### config.mk
export PLATFORM = sky130hd
export DESIGN_NAME = iter_seq_multiplier
export DESIGN_NICKNAME = d
export VERILOG_FILES = /design/src/rtl/iter_mult_pkg.sv /design/src/rtl/iter_mult_step.sv /design/src/rtl/iter_seq_multiplier.sv
export SDC_FILE = /design/constraint.sdc
export NUM_CORES = 1
export LEC_CHECK = 0
export ABC_AREA = 1
export BUFFER_PORTS_ARGS = -buffer_cell sky130_fd_sc_hd__buf_2
export CAP_MARGIN = 5
export CELL_PAD_IN_SITES_DETAIL_PLACEMENT = 0
export CELL_PAD_IN_SITES_GLOBAL_PLACEMENT = 2
export CORE_MARGIN = 1
export CORE_UTILIZATION = 34
export CTS_BUF_LIST = sky130_fd_sc_hd__clkbuf_8
export CTS_CLUSTER_DIAMETER = 50
export CTS_CLUSTER_SIZE = 20
export DETAILED_ROUTE_END_ITERATION = 8
export GPL_TIMING_DRIVEN = 0
export PLACE_DENSITY = 0.81
export REMOVE_ABC_BUFFERS = 1
export SYNTH_ARGS = -nofsm -noshare
export SYNTH_HDL_FRONTEND = slang
export SYNTH_SLANG_ARGS = --single-unit
### constraint.sdc
create_clock -name clk -period 4.7 [get_ports clk]
set_input_delay 0.47 -clock clk [delete_from_list [all_inputs] [get_ports clk]]
set_output_delay 0.47 -clock clk [all_outputs]
set_load 0.03 [all_outputs]
### src/rtl/iter_mult_pkg.sv
// Shared types for the iterative multiplier: op encoding, FSM states and
// helpers that decide which operands are interpreted as signed.
package iter_mult_pkg;

    typedef enum logic [1:0] {
        OP_UU  = 2'b00,
        OP_SS  = 2'b01,
        OP_SU  = 2'b10,
        OP_RSV = 2'b11
    } mult_op_e;

    typedef enum logic [1:0] {
        ST_IDLE = 2'b00,
        ST_CALC = 2'b01,
        ST_DONE = 2'b10
    } mult_state_e;

    localparam logic [1:0] OP_CODE_UU = 2'b00;
    localparam logic [1:0] OP_CODE_SS = 2'b01;
    localparam logic [1:0] OP_CODE_SU = 2'b10;

    // The reserved encoding falls through to unsigned x unsigned.
    function automatic logic mcand_is_signed(input logic [1:0] op);
        return (op == OP_CODE_SS) || (op == OP_CODE_SU);
    endfunction

    function automatic logic mplier_is_signed(input logic [1:0] op);
        return (op == OP_CODE_SS);
    endfunction

endpackage

### src/rtl/iter_mult_step.sv
// Combinational STEP-bit shift-add stage: adds the pre-shifted multiplicand
// into the accumulator once for every set bit of the current multiplier digit.
module iter_mult_step
    import iter_mult_pkg::*;
#(
    parameter int WIDTH = 32,
    parameter int STEP  = 1
) (
    input  logic [2*WIDTH-1:0] acc,
    input  logic [2*WIDTH-1:0] mcand,
    input  logic [STEP-1:0]    bits,
    output logic [2*WIDTH-1:0] acc_next
);

    logic [2*WIDTH-1:0] partial [STEP+1];

    assign partial[0] = acc;

    generate
        for (genvar gi = 0; gi < STEP; gi++) begin : g_bit
            assign partial[gi+1] = partial[gi] + (bits[gi] ? (mcand << gi) : '0);
        end
    endgenerate

    assign acc_next = partial[STEP];

endmodule

### src/rtl/iter_seq_multiplier.sv
// Iterative shift-add multiplier retiring STEP multiplier bits per cycle on
// operand magnitudes, with a final conditional negate. Define
// ITER_MULT_EARLY_OUT_EN to finish as soon as no multiplier bits remain.
module iter_seq_multiplier
    import iter_mult_pkg::*;
#(
    parameter int WIDTH = 32,
    parameter int STEP  = 1
) (
    input  logic                 clk,
    input  logic                 rst_n,
    input  logic                 in_valid,
    input  logic [1:0]           op,
    input  logic [WIDTH-1:0]     mplier,
    input  logic [WIDTH-1:0]     mcand,
    output logic [2*WIDTH-1:0]   product,
    output logic                 out_valid,
    output logic                 stall
);

    localparam int NSTEPS = WIDTH / STEP;
    localparam int CNT_W  = $clog2(NSTEPS + 1);

    generate
        if ((WIDTH % STEP != 0) || !(STEP == 1 || STEP == 2 || STEP == 4) ||
            (WIDTH < 8) || (WIDTH > 64)) begin : g_bad_cfg
            $error("iter_seq_multiplier: unsupported WIDTH/STEP combination");
        end
    endgenerate

    mult_state_e          state_reg, state_next;
    logic [2*WIDTH-1:0]   acc_reg;
    logic [2*WIDTH-1:0]   mcand_reg;
    logic [WIDTH-1:0]     mplier_reg;
    logic                 neg_reg;
    logic [CNT_W-1:0]     cnt_reg;
    logic [2*WIDTH-1:0]   product_reg;

    logic                 mcand_neg, mplier_neg;
    logic [WIDTH-1:0]     mcand_mag, mplier_mag;
    logic [2*WIDTH-1:0]   acc_next;
    logic                 finish;

    assign mcand_neg  = mcand_is_signed(op) && mcand[WIDTH-1];
    assign mplier_neg = mplier_is_signed(op) && mplier[WIDTH-1];
    // The magnitude of the most negative value still fits as an unsigned WIDTH-bit number.
    assign mcand_mag  = mcand_neg  ? -mcand  : mcand;
    assign mplier_mag = mplier_neg ? -mplier : mplier;

    iter_mult_step #(
        .WIDTH (WIDTH),
        .STEP  (STEP)
    ) u_step (
        .acc      (acc_reg),
        .mcand    (mcand_reg),
        .bits     (mplier_reg[STEP-1:0]),
        .acc_next (acc_next)
    );

`ifdef ITER_MULT_EARLY_OUT_EN
    logic [WIDTH-1:0] remaining;
    assign remaining = mplier_reg >> STEP;
    assign finish    = (cnt_reg == CNT_W'(1)) || (remaining == '0);
`else
    assign finish    = (cnt_reg == CNT_W'(1));
`endif

    always_comb begin
        state_next = state_reg;
        case (state_reg)
            ST_IDLE: if (in_valid) state_next = ST_CALC;
            ST_CALC: if (finish)   state_next = ST_DONE;
            ST_DONE: state_next = ST_IDLE;
            default: state_next = ST_IDLE;
        endcase
    end

    always_ff @(posedge clk or negedge rst_n) begin
        if (!rst_n) begin
            state_reg   <= ST_IDLE;
            acc_reg     <= '0;
            mcand_reg   <= '0;
            mplier_reg  <= '0;
            neg_reg     <= 1'b0;
            cnt_reg     <= '0;
            product_reg <= '0;
        end else begin
            state_reg <= state_next;
            if (state_reg == ST_IDLE && in_valid) begin
                acc_reg    <= '0;
                mcand_reg  <= {{WIDTH{1'b0}}, mcand_mag};
                mplier_reg <= mplier_mag;
                neg_reg    <= mcand_neg ^ mplier_neg;
                cnt_reg    <= CNT_W'(NSTEPS);
            end else if (state_reg == ST_CALC) begin
                acc_reg    <= acc_next;
                mcand_reg  <= mcand_reg << STEP;
                mplier_reg <= mplier_reg >> STEP;
                if (finish) begin
                    cnt_reg     <= '0;
                    product_reg <= neg_reg ? -acc_next : acc_next;
                end else begin
                    cnt_reg <= cnt_reg - CNT_W'(1);
                end
            end
        end
    end

    assign product   = product_reg;
    assign out_valid = (state_reg == ST_DONE);
    // Reset gating keeps stall low while rst_n is asserted even if in_valid is high.
    assign stall     = rst_n && ((state_reg == ST_CALC) || (state_reg == ST_IDLE && in_valid));

endmodule

==> results_dict.tcl <==
set metrics [dict create \
    outcome "complete, no violations" \
    numClockSinks 233 \
    dr.pass1.iters 6 \
    fin_skew_ps 67.8 \
    finalInstanceArea_sq_um 22200 \
    p_seq_share_pct 44.3 \
    cts_made_buffers 44 \
    grt_pass1_wl_um 116000 \
    synth_cell_types 46 \
    crit_type "register to register" \
    dpl_cell_area_sq_um 21200 \
    start_util_pct 34.6 \
    vias 20600 \
    grt_pass1_vias 19400 \
    p_switching_mw 1.38 \
    dp_hpwl_um 61800 \
    worst_slack_ps 331 \
    clk_pin_slew_ps 100 \
    yosysWarnings 0 \
    synth_edf_count 0 \
    clock_path_buffers 3 \
    pwr-share-clk_pct 51.3 \
    tightest_slew_ps 1130 \
    startpoint_type "register" \
    die_h_um 242 \
    num_io_pins 135 \
    power.leakage_nw 12.3 \
    multi_input_area_sq_um 11400 \
    yosysTopAreaCellShare_pct 29.8 \
    maxSlewHeadroom_pct 24.4 \
    rsz0062_at_grt "no" \
    synth.most_common_cell "nand2_1" \
    gp_congestion 0.895 \
    slew_viol_final 0 \
    min_period_ps 4370 \
    power.density_nw_per_um2 204 \
    ir_worst_vdd_uv 216 \
    fillerInstances 6368 \
    clk_latency_ps 680 \
    combinationalPowerShare_pct 4.4 \
    syn_avg_cell_area_sq_um 6.00 \
    hold_path.class "input pin to register" \
    cts_tree "done" \
    p_sw_share_pct 30.5 \
    max-cap-violations 0 \
    dr.first_iter.drc_count 1744 \
    netlist_instances 3262 \
    tns_ps 0 \
    grt_start_max_net_pins 96 \
    core_area_sq_um 56600 \
    finalCoreUtilization_pct 39.2 \
    post_drt_via_cell_ratio 4.93 \
    track_usage_pct 26.0 \
    whs_ps 103 \
    worstPathRequired_ps 5250 \
    max_freq_mhz 229 \
    die-area_sq_um 58500 \
    drc_errors 0 \
    yosysSeqAreaShare_pct 29.8 \
    netlist_area_sq_um 19600 \
    fin_cells 4171 \
    pre_cts_slack_ps -206 \
    seq_area_sq_um 5840 \
    syn2layout_area_growth_pct 13.5 \
    antenna_found_initial 2 \
    drive_gt1_share_pct 10.3 \
    gr-total-overflow 0 \
    die_w_um 242 \
    rows 87 \
    synth_area_leaders "dfrtp_1 (30%), nand2_1 (24%), inv_1 (10%)" \
    finalHoldViolations 0 \
    crit_arrival_ps 4920 \
    intPower_mw 3.14 \
    synth_top_area_cell "dfrtp_1" \
    critPathCaptureType "register" \
    wire_per_inst_um 18.4 \
    synth_seq_cells 233 \
    critical_path.max_fanout 40 \
    routed_wl_um 76800 \
    power_mw 4.52 \
    portBuffers 134 \
    nets 3517 \
    cts-root-buf "clkbuf_8" \
    cts_htree_levels 2 \
    netlist_top_cells_count "nand2_1 (1244), inv_1 (521), nor2_1 (257)" \
    synthArstFlopShare_pct 100 \
    place_inst 4085 \
    synth_flop_cell "dfrtp_1" \
    setup_violations 0 \
    ant_nets 0 \
    fin_crit_sh_pct 93.0 \
]
placed cells by master (no fill, tap or decap), types with 11 or more instances in the layout:
master / synthesis / final
o22ai_1: 42 / 42
xnor2_1: 25 / 25
ha_1: 69 / 69
buf_2: 2 / 133
nand2_1: 1244 / 1242
inv_6: 0 / 13
inv_1: 521 / 521
nor3_1: 24 / 24
clkbuf_8: 0 / 45
nor2_2: 25 / 28
dfrtp_1: 233 / 231
nand3_1: 183 / 183
nand3_2: 11 / 11
a21oi_1: 83 / 83
nand2_2: 33 / 35
inv_2: 26 / 26
nand4_1: 39 / 39
xor2_1: 51 / 51
nor2_1: 257 / 251
o21ai_0: 240 / 240
power groups by stage:
stage | clock [mW] | combinational, mW | sequential [mW]
finish | 2.32 | 0.198 | 2.00
detailed placement | 0 | 0.201 | 2.04
floorplan | 0 | 0.0801 | 2.04
global route | 2.47 | 0.224 | 2.00
global placement | 0 | 0.192 | 2.04
CTS | 2.39 | 0.203 | 2.00
metal layers:
metal	up-vias	global-route usage, %	wire length (um)
met5	-	0	8
met4	2	6.59	1520
met3	79	3.92	4700
met2	532	38.3	31900
met1	9563	39.3	38600
li1	10400	-	-
path summary, 6_finish.rpt:
check	end	slack (ps)	cells after the start	startpoint
min reg2reg	product[11]$_DFFE_PN0P_	480	2	product[11]$_DFFE_PN0P_
max	product[38]$_DFFE_PN0P_	330	20	mplier_reg[0]$_DFFE_PN0N_
max in group asynchronous	mplier_reg[0]$_DFFE_PN0N_	3030	4	rst_n
min in group asynchronous	acc_reg[16]$_DFFE_PN0N_	370	2	rst_n
max reg2reg	product[38]$_DFFE_PN0P_	330	20	mplier_reg[0]$_DFFE_PN0N_
min	mcand_reg[0]$_DFFE_PN0N_	100	3	mcand[0]
repair_timing:
action | in CTS | in global routing
gates cloned | 0 | 0
buffers inserted | 1 | 1
endpoints found under the setup margin | 10 | 33
resized for setup | 3 | 3
pin swaps | 0 | 0
hold buffers | 1 | 0
hold endpoints to repair | 75 | 0
area by class of cell:
cell class                      count  share of cell area (%)
Multi-Input combinational cell   2398                    51.4
Sequential cell                   233                    26.3
Inverter                          553                    9.36
Timing Repair Buffer              148                    4.27
Tap cell                          756                    4.26
Clock buffer                       45                    2.79
Clock inverter                     37                    1.66
Antenna cell                        1                  0.0113
worst max-delay path, cell delays in order, from the launching register on:
cell and delay (ps):
dfrtp_4 510, buf_12 180, nand2_1 80, inv_1 120
ha_1 440, nand2_1 220, nor2_2 330, nand3_1 320
nand3_2 240, nand2_1 120, nand2_2 140, nand2_1 80
nand2_2 140, nand2_1 90, nor2_1 160, nand3_1 160
nor2_2 270, nand2_1 90, nand2_1 130, xor2_1 300
o21ai_1 90
cell families after synthesis:
group	count (synthesis)	synth area share [%]
XOR/XNOR	76	3.40
flip-flops	233	29.8
AO/OA/AOI/OAI	407	11.2
buffers and inverters	631	12.1
AND/OR/NAND/NOR	1845	38.9
adder cells (fa/ha/maj)	70	4.51
Power figures use the tool's default switching activity.
